$ cat src/rtl/mem_port_arbiter.sv
// N-channel arbiter sharing one single-port synchronous RAM between pipeline requesters.
// Lock-aware fixed/round-robin grant, RAM mux, and a latency-matched read-response pipe.
module mem_port_arbiter #(
    parameter int unsigned WORD_WIDTH  = 16,
    parameter int unsigned ADDR_WIDTH  = 16,
    parameter int unsigned NUM_CH      = 2,
    parameter int unsigned RAM_LATENCY = 1,
    parameter int unsigned RR_MODE     = 1,
    parameter int unsigned MAX_LOCK    = 4
) (
    input  logic                         gclk,
    input  logic                         PowerOn,
    input  logic [NUM_CH-1:0]            ReqValid,
    input  logic [NUM_CH-1:0]            ReqWrite,
    input  logic [NUM_CH-1:0]            ReqLock,
    input  logic [NUM_CH*ADDR_WIDTH-1:0] ReqAddr,
    input  logic [NUM_CH*WORD_WIDTH-1:0] ReqWData,
    output logic [NUM_CH-1:0]            ReqGrant,
    output logic [NUM_CH-1:0]            Stall,
    output logic [NUM_CH-1:0]            RespValid,
    output logic [WORD_WIDTH-1:0]        RespData,
    output logic                         RamEn,
    output logic                         RamWrite,
    output logic [ADDR_WIDTH-1:0]        RamAddr,
    output logic [WORD_WIDTH-1:0]        RamWData,
    input  logic [WORD_WIDTH-1:0]        RamRData
);

    localparam int unsigned ID_W  = (NUM_CH > 1) ? $clog2(NUM_CH) : 1;
    localparam int unsigned CNT_W = 4;

    logic [ID_W-1:0]                  r_ptr;
    logic                             r_lock_vld;
    logic [ID_W-1:0]                  r_lock_own;
    logic [CNT_W-1:0]                 r_lock_cnt;
    logic [RAM_LATENCY-1:0]           r_pipe_vld;
    logic [RAM_LATENCY-1:0][ID_W-1:0] r_pipe_id;

    logic [NUM_CH-1:0]     w_above;
    logic [NUM_CH-1:0]     w_pick;
    logic [NUM_CH-1:0]     w_grant;
    logic                  w_lock_hit;
    logic                  w_ext;
    logic [ID_W-1:0]       w_gnt_id;
    logic [ADDR_WIDTH-1:0] w_addr;
    logic [WORD_WIDTH-1:0] w_wdata;
    logic                  w_write;

    // Lock owner first; otherwise lowest requester at/above the pointer, falling back to lowest overall.
    always_comb begin
        w_grant    = '0;
        w_ext      = 1'b0;
        w_lock_hit = r_lock_vld && ReqValid[r_lock_own] && (r_lock_cnt < CNT_W'(MAX_LOCK));
        w_above    = ~((NUM_CH'(1) << r_ptr) - NUM_CH'(1));
        w_pick     = ReqValid;
        if ((RR_MODE != 0) && ((ReqValid & w_above) != '0)) begin
            w_pick = ReqValid & w_above;
        end
        if (PowerOn) begin
            if (w_lock_hit) begin
                w_grant = NUM_CH'(1) << r_lock_own;
                w_ext   = 1'b1;
            end else begin
                w_grant = w_pick & (~w_pick + NUM_CH'(1));
            end
        end
    end

    // Route the granted channel onto the RAM port; all zeros when idle.
    always_comb begin
        w_gnt_id = '0;
        w_addr   = '0;
        w_wdata  = '0;
        w_write  = 1'b0;
        for (int unsigned i = 0; i < NUM_CH; i++) begin
            if (w_grant[i]) begin
                w_gnt_id = ID_W'(i);
                w_addr   = ReqAddr[i*ADDR_WIDTH +: ADDR_WIDTH];
                w_wdata  = ReqWData[i*WORD_WIDTH +: WORD_WIDTH];
                w_write  = ReqWrite[i];
            end
        end
    end

    assign ReqGrant = w_grant;
    assign Stall    = ReqValid & ~w_grant;
    assign RamEn    = |w_grant;
    assign RamWrite = w_write;
    assign RamAddr  = w_addr;
    assign RamWData = w_wdata;

    // Counter counts lock-extended grants; the pointer only moves on priority-decided grants.
    always_ff @(posedge gclk or negedge PowerOn) begin
        if (!PowerOn) begin
            r_ptr      <= '0;
            r_lock_vld <= 1'b0;
            r_lock_own <= '0;
            r_lock_cnt <= '0;
        end else if (RamEn) begin
            if (!w_ext) begin
                r_ptr <= (w_gnt_id == ID_W'(NUM_CH - 1)) ? '0 : w_gnt_id + ID_W'(1);
            end
            r_lock_vld <= ReqLock[w_gnt_id];
            r_lock_own <= w_gnt_id;
            if (!ReqLock[w_gnt_id] || !w_ext) begin
                r_lock_cnt <= '0;
            end else if (r_lock_cnt != CNT_W'(MAX_LOCK)) begin
                r_lock_cnt <= r_lock_cnt + CNT_W'(1);
            end
        end else begin
            r_lock_vld <= 1'b0;
            r_lock_cnt <= '0;
        end
    end

    // Read tags ride alongside the RAM latency and retire as a one-cycle response.
    always_ff @(posedge gclk or negedge PowerOn) begin
        if (!PowerOn) begin
            r_pipe_vld <= '0;
            r_pipe_id  <= '0;
            RespValid  <= '0;
            RespData   <= '0;
        end else begin
            r_pipe_vld[0] <= RamEn & ~RamWrite;
            r_pipe_id[0]  <= w_gnt_id;
            for (int unsigned i = 1; i < RAM_LATENCY; i++) begin
                r_pipe_vld[i] <= r_pipe_vld[i-1];
                r_pipe_id[i]  <= r_pipe_id[i-1];
            end
            RespValid <= r_pipe_vld[RAM_LATENCY-1] ? (NUM_CH'(1) << r_pipe_id[RAM_LATENCY-1]) : '0;
            if (r_pipe_vld[RAM_LATENCY-1]) begin
                RespData <= RamRData;
            end
        end
    end

endmodule

$ cat config.mk
export PLATFORM = sky130hd
export DESIGN_NAME = mem_port_arbiter
export DESIGN_NICKNAME = d
export VERILOG_FILES = /design/src/rtl/mem_port_arbiter.sv
export SDC_FILE = /design/constraint.sdc
export NUM_CORES = 1
export LEC_CHECK = 0
export ABC_AREA = 1
export BUFFER_PORTS_ARGS = -buffer_cell sky130_fd_sc_hd__buf_2
export CAP_MARGIN = 0
export CORE_MARGIN = 2
export CORE_UTILIZATION = 38
export DETAILED_ROUTE_END_ITERATION = 8
export HOLD_SLACK_MARGIN = 0.05
export PLACE_DENSITY = 0.87
export SLEW_MARGIN = 30
export SYNTH_ARGS = -nofsm -noshare
export SYNTH_HDL_FRONTEND = slang
export SYNTH_SLANG_ARGS = --single-unit
export TNS_END_PERCENT = 50
$ cat constraint.sdc
create_clock -name gclk -period 1.81 [get_ports gclk]
set_input_delay 0.362 -clock gclk [delete_from_list [all_inputs] [get_ports gclk]]
set_output_delay 0.362 -clock gclk [all_outputs]
set_load 0.02 [all_outputs]
==> results.json, run 1 <==
{
  "outcome": "finished, violations left",
  "violations": "setup timing",
  "cts_root_buf": "clkbuf_8",
  "fillers": 318,
  "ys_async_sr_fraction_pct": 100.0,
  "finalNonFillerCells": 450,
  "power_mw": 2.423,
  "grt_max_degree": 36,
  "grt.overflow.total": 0,
  "hold_viol": 0,
  "insertion_delay_ns": 0.27,
  "ys.flop_type": "dfrtp_1",
  "core_area_sq_um": 4086,
  "cp_num_buf_inv": 3,
  "syn_area_per_cell_sq_um": 6.728,
  "synth.most_common_cell": "nand2_1",
  "hpwl_mm": 3.865,
  "final_layout_size_suffix_gt1_share_pct": 52.25,
  "die_y_um": 69.73,
  "p_leak_nw": 1.743,
  "cts_tree": "built",
  "syn_to_final_growth_pct": 76.45,
  "synth_area_sq_um": 1642,
  "first_global_vias": 2075,
  "irDropWorstVdd_uv": 387.2,
  "start_kind": "register",
  "post_drt_wl_per_cell_um": 13.59,
  "dp_slack_ns": -0.02842,
  "critPathArrivalTime_ns": 1.75,
  "drtPass1Iterations": 4,
  "ant_nets": 0,
  "period_minus_slack_ns": 2.107,
  "vias": 2109,
  "cpMaxStageDelayCell": "dfrtp_1",
  "critPathKind": "register to output port",
  "cpPeakStageDelay_ns": 0.39,
  "vias_per_cell": 4.687,
  "synth_common_cells": "nand2_1, dfrtp_1, nand2_2",
  "yosys.area.top_type": "dfrtp_1",
  "crit_fanout": 17,
  "initial_utilization_pct": 40.17,
  "cts.sinks": 27,
  "dieWidth_um": 69.73,
  "cts_htree_levels": 1,
  "grt_usage_pct": 22.52,
  "yosys-top-cells-area": "dfrtp_1, nand2_1, nand2_2, inv_1, nand3_1",
  "clock_skew_ns": 0.002576,
  "antenna_found_initial": 0,
  "synth_cell_types": 24,
  "synth_edf_count": 0,
  "syn-num-nets": 334,
  "num_rows": 23,
  "dieArea_sq_um": 4862,
  "nets": 491,
  "critPathCaptureType": "output port",
  "first_iter_violations": 108,
  "required_ns": 1.45,
  "hold_class": "primary input to asynchronous set/reset pin",
  "synth_top_area_share_pct": 41.16,
  "ys_ff_latch": 27,
  "antenna_cells": 0,
  "cpLargestDelayFamily": "simple AND/OR/NAND/NOR gates",
  "cts_buffers": 3,
  "drc_errors": 0,
  "yosysWarnings": 0,
  "drv_cap": 0,
  "rsz0062_at_grt": "true",
  "io_buffers": 143,
  "ioPinCount": 144,
  "path_clk_slew_ns": 0.08,
  "p_per_area_nw_per_um2": 836.6,
  "grt_pass1_wl_mm": 8.997,
  "finalMaxSlewViolations": 0,
  "post-route-period-util_pct": 116.4,
  "drt_wl_total_mm": 6.117,
  "fmax_ghz": 0.4746,
  "ys_seq_area_share_pct": 41.16,
  "routabilityCongestion": 0.8446,
  "synthCells": 244,
  "dp.cells": 433,
  "clockBufferDepth": 2,
  "worst_slack_ns": -0.2971,
  "cp_cell_sequence": "inv_2, nand2_2, nor2_4, nand2_4, nand2_2, nand2_8, inv_6, nand2_1, nand2_1, buf_6",
  "setup_viol": 38
}
## power breakdown
part           switching (mW)  total [mW]  internal, mW  leakage, nW
clock network           0.176       0.334         0.158       0.0228
registers              0.0787       0.826         0.747        0.340
logic                   0.744        1.26         0.519         1.38
## sequential cells by signal, summed over array words and instances, names as in the netlist
| register | count |
|---|---|
| r_pipe_vld | 1 |
| r_pipe_id | 1 |
| RespValid | 2 |
| r_lock_cnt | 4 |
| RespData | 16 |
| r_ptr | 1 |
| r_lock_vld | 1 |
| r_lock_own | 1 |
## area by class of cell
class                      instances  area, sq um  share of cell area (%)
timing repair buffer             160         1116                   38.53
clock buffer                       4        45.04                   1.555
inverter                          18        87.58                   3.024
tap                               50        62.56                   2.160
multi-input combinational        189        892.1                   30.80
timing repair inverter             2        17.52                  0.6048
sequential                        27        675.6                   23.33
## layer usage
layer	share of wire, %	track usage [%]	wire length [um]
met3	7.7	4.360	471
met4	2.5	7.906	151
met2	52	42.20	3165
met5	0	0	0
met1	38	25.18	2328
## through the flow
stage	hold WS (ns)	util [%]	setup TNS, ns	area [sq um]
floorplan	0.06641	-	0	1642
global placement	0.1868	58.97	0	2410
detailed placement	0.1891	58.97	-0.2508	2410
CTS	0.1736	69.14	-7.248	2825
global route	0.1937	70.88	-12.01	2897
finish	0.1664	70.88	-8.605	2897
## cell families after synthesis
| family | count (synthesis) | synth area share, % |
|---|---|---|
| fa+ha+maj | 2 | 1.524 |
| compound gates | 2 | 0.6098 |
| flops | 27 | 41.16 |
| buf+inv | 28 | 9.298 |
| xor+xnor | 2 | 1.067 |
| other cells | 1 | 0.2284 |
| simple gates | 182 | 46.11 |
## cell usage in the layout (no fill, tap or decap), types with 2 or more instances in the layout
cell type  count
clkbuf_8       3
inv_2          3
o21ai_0        2
inv_6          2
inv_1         12
nand3_1        5
buf_6         36
buf_4         13
ha_1           2
nand2_2       34
nor2_1         8
nand2_1      128
buf_2        107
buf_12         2
dfrtp_1       27
nand2_4        2
## timing repair
| item | 4_1_cts | 5_1_grt |
|---|---|---|
| hold buffers | 1 | 0 |
| pin swaps | 15 | 6 |
| endpoints found under the hold margin | 2 | 0 |
| resized for setup | 94 | 11 |
| gates cloned | 1 | 2 |
| setup buffers | 7 | 2 |
| endpoints found under the setup margin | 38 | 38 |
## worst paths after layout
| path | startpoint | endpoint | slack (ns) | cells past startpoint |
|---|---|---|---|---|
| worst max-delay path | r_lock_cnt[3]$_DFFE_PN0P_ | RamWData[7] | -0.30 | 10 |
| worst min-delay path | PowerOn | r_lock_cnt[0]$_DFFE_PN0P_ | 0.17 | 2 |
| worst max register to register | r_lock_cnt[3]$_DFFE_PN0P_ | r_ptr$_DFFE_PN0P_ | 0.32 | 12 |
| worst min register to register | r_pipe_id$_DFF_PN0_ | RespValid[0]$_DFF_PN0_ | 0.42 | 1 |
| max in group asynchronous | PowerOn | r_lock_own$_DFFE_PN0P_ | 1.18 | 2 |
| min in group gclk | RamRData[11] | RespData[11]$_DFFE_PN0P_ | 0.28 | 3 |
Power figures use the tool's default switching activity.
==> inputs of run 2 (changes only) <==
--- a/config.mk
+++ b/config.mk
@@ -5,11 +5,10 @@
 export SDC_FILE = /design/constraint.sdc
 export NUM_CORES = 1
 export LEC_CHECK = 0
-export ABC_AREA = 1
 export BUFFER_PORTS_ARGS = -buffer_cell sky130_fd_sc_hd__buf_2
 export CAP_MARGIN = 0
 export CORE_MARGIN = 2
-export CORE_UTILIZATION = 38
+export CORE_UTILIZATION = 39
 export DETAILED_ROUTE_END_ITERATION = 8
 export HOLD_SLACK_MARGIN = 0.05
 export PLACE_DENSITY = 0.87
==> run 2 against run 1 <==
Compared with the run above: die area increased by 3.7%; worst hold slack got worse by 0.11 ns; the flow still finishes with violations (setup timing); non-clock buffer count increased by 9; global-route usage decreased by 2.4 points.
==> results.json, run 2 <==
{
  "outcome": "finished, violations left",
  "violations": "setup timing",
  "ff2ff_path_depth": 6,
  "regToRegSetupSlack_ns": 0.32,
  "start_kind": "register",
  "hold_viol": 0,
  "cts_buffers": 3,
  "final_layout_size_suffix_gt1_share_pct": 53.93,
  "required_ns": 1.45,
  "synth_area_sq_um": 1752,
  "dieArea_sq_um": 5044,
  "p_per_area_nw_per_um2": 820.1,
  "p_leak_nw": 1.483,
  "finalMaxSlewViolations": 0,
  "synth_edf_count": 0,
  "synthCells": 216,
  "ioPinCount": 144,
  "relSlewSlack_pct": 56.76,
  "cts_tree": "built",
  "vias": 2126,
  "layout_common_cells": "buf_2, nand2_1, o22ai_1",
  "cp_cell_sequence": "nor3b_4, buf_6, mux2i_4, buf_6, buf_6, o22ai_1, buf_2",
  "core_area_sq_um": 4354,
  "ys_ff_latch": 27,
  "cts_htree_levels": 1,
  "drtPass1Iterations": 4,
  "period_minus_slack_ns": 2.191,
  "grt.overflow.total": 0,
  "fin_area_sq_um": 2889,
  "hold_class": "primary input to asynchronous set/reset pin",
  "critPathKind": "register to output port",
  "post-route-period-util_pct": 121.1,
  "drt_wl_total_mm": 5.579,
  "setup_tns_ns": -12.80,
  "fillers": 352,
  "irDropWorstVdd_uv": 522.6,
  "insertion_delay_ns": 0.27,
  "yosysWarnings": 0,
  "fmax_ghz": 0.4564,
  "cp_common_cell": "buf_6",
  "largest-register": "RespData",
  "largest_reg_flops": 16,
  "initial_utilization_pct": 40.23,
  "ant_nets": 0,
  "crit_fanout": 5,
  "power_mw": 2.369,
  "cpPeakStageDelay_ns": 0.42,
  "clockBufferDepth": 2,
  "hpwl_mm": 4.180,
  "critPathArrivalTime_ns": 1.83,
  "cts_root_buf": "clkbuf_8",
  "synth.most_common_cell": "nand2_1",
  "yosys-top-cells-area": "dfrtp_1, nand2_1, o22ai_1, mux2_2, buf_2",
  "syn_area_per_cell_sq_um": 8.110,
  "ys.flop_type": "dfrtp_1",
  "fin_hold_ws_ns": 0.05450,
  "clock_skew_ns": 0.003629,
  "num_rows": 24,
  "syn-num-nets": 306,
  "grt_usage_pct": 20.08,
  "grt_pass1_wl_mm": 8.307,
  "r2r-start": "r_lock_cnt[3]$_DFFE_PN0P_",
  "syn_to_final_growth_pct": 64.93,
  "worst_slack_ns": -0.3811,
  "synth_common_cells": "nand2_1, o22ai_1, dfrtp_1",
  "seq_area_sq_um": 675.6,
  "path_clk_slew_ns": 0.09,
  "first_iter_violations": 116,
  "tightest_slew_ns": 0.6486,
  "cts.sinks": 27,
  "dieWidth_um": 71.02,
  "io_buffers": 143,
  "rr_endpoint": "r_pipe_vld$_DFF_PN0_",
  "routabilityCongestion": 0.8048,
  "synth_cell_types": 29,
  "nets": 460,
  "antenna_found_initial": 1,
  "vias_per_cell": 5.038,
  "die_y_um": 71.02,
  "multi_input_area_sq_um": 1028,
  "first_global_vias": 1988,
  "ys_async_sr_fraction_pct": 100.0,
  "grt_max_degree": 24,
  "drv_cap": 0,
  "yosys.area.top_type": "dfrtp_1",
  "critPathCaptureType": "output port",
  "postPlaceCellArea_sq_um": 2673,
  "cpMaxStageDelayCell": "dfrtp_1",
  "synth_top_area_share_pct": 38.57,
  "post_drt_wl_per_cell_um": 13.22,
  "top_regs": "RespData (16), r_lock_cnt (4), RespValid (2)",
  "setup_viol": 37,
  "ys_seq_area_share_pct": 38.57,
  "layout_commonest_cell": "buf_2",
  "rsz0062_at_grt": "true",
  "drc_errors": 0
}
-- run 2: timing repair --
action / CTS / global route
endpoints found under the setup margin: 37 / 37
resized for setup: 5 / 25
hold buffers: 0 / 0
pin swaps: 0 / 2
setup buffers: 0 / 5
gates cloned: 0 / 2
-- run 2: how the worst max path moves through the flow --
stage	slack (ns)	start	to
after floorplan	-0.16	r_lock_cnt[2]$_DFFE_PN0P_	RamAddr[10]
after global placement	-0.06	r_lock_cnt[2]$_DFFE_PN0P_	Stall[0]
after detailed placement	-0.07	r_lock_cnt[2]$_DFFE_PN0P_	Stall[1]
after CTS	-0.35	r_lock_cnt[2]$_DFFE_PN0P_	RamAddr[0]
after global routing	-0.46	r_lock_cnt[3]$_DFFE_PN0P_	RamWData[0]
final	-0.38	r_lock_cnt[3]$_DFFE_PN0P_	RamWData[7]
-- run 2: final cells by class --
type | instances | share of cell area, %
Antenna cell | 1 | 0.08662
Clock buffer | 3 | 1.429
Timing Repair Buffer | 169 | 36.55
Clock inverter | 1 | 0.1732
Sequential cell | 27 | 23.39
Inverter | 4 | 0.5197
Tap cell | 52 | 2.252
Multi-Input combinational cell | 165 | 35.60
-- run 2: cell families (layout without fill, tap and decap cells) --
group / Yosys count / count (layout) / share of synthesized area [%]
AOI/OAI and AO/OA: 43 / 43 / 15.71
xor gates and xnor gates: 1 / 1 / 0.5001
adders and majority gates: 2 / 2 / 1.428
buffers and inverters: 24 / 177 / 6.000
DFF: 27 / 27 / 38.57
muxes: 20 / 20 / 13.00
other: 1 / 2 / 0.2141
and+or+nand+nor: 98 / 98 / 24.57
-- run 2: metal layers --
layer  global-route usage [%]  up-vias  part of all wire [%]
met3                    3.419       11                   6.4
li1                         -     1049                     -
met4                    6.289        0                   2.0
met5                        0        -                     0
met1                    24.41      974                    41
met2                    36.14       92                    51
-- run 2: power breakdown --
group / switching, mW / internal (mW)
combinational: 0.643 / 0.569
clock: 0.187 / 0.154
sequential: 0.0819 / 0.734
-- run 2: metrics by stage --
step	instances	utilization [%]	setup WS (ns)
floorplan	216	-	-0.1585
detailed placement	411	61.38	-0.07317
global route	422	66.35	-0.4571
finish	422	66.35	-0.3811
CTS	415	62.79	-0.3535
global placement	411	61.38	-0.06050
-- run 2: worst max-delay path, delay by kind of cell, from the launching register on --
family                 cells  cell delay (ns)
buffers and inverters      4             0.59
flip-flops                 1             0.42
multiplexers               1             0.28
AND/OR/NAND/NOR            1             0.21
AO/OA/AOI/OAI              1             0.07
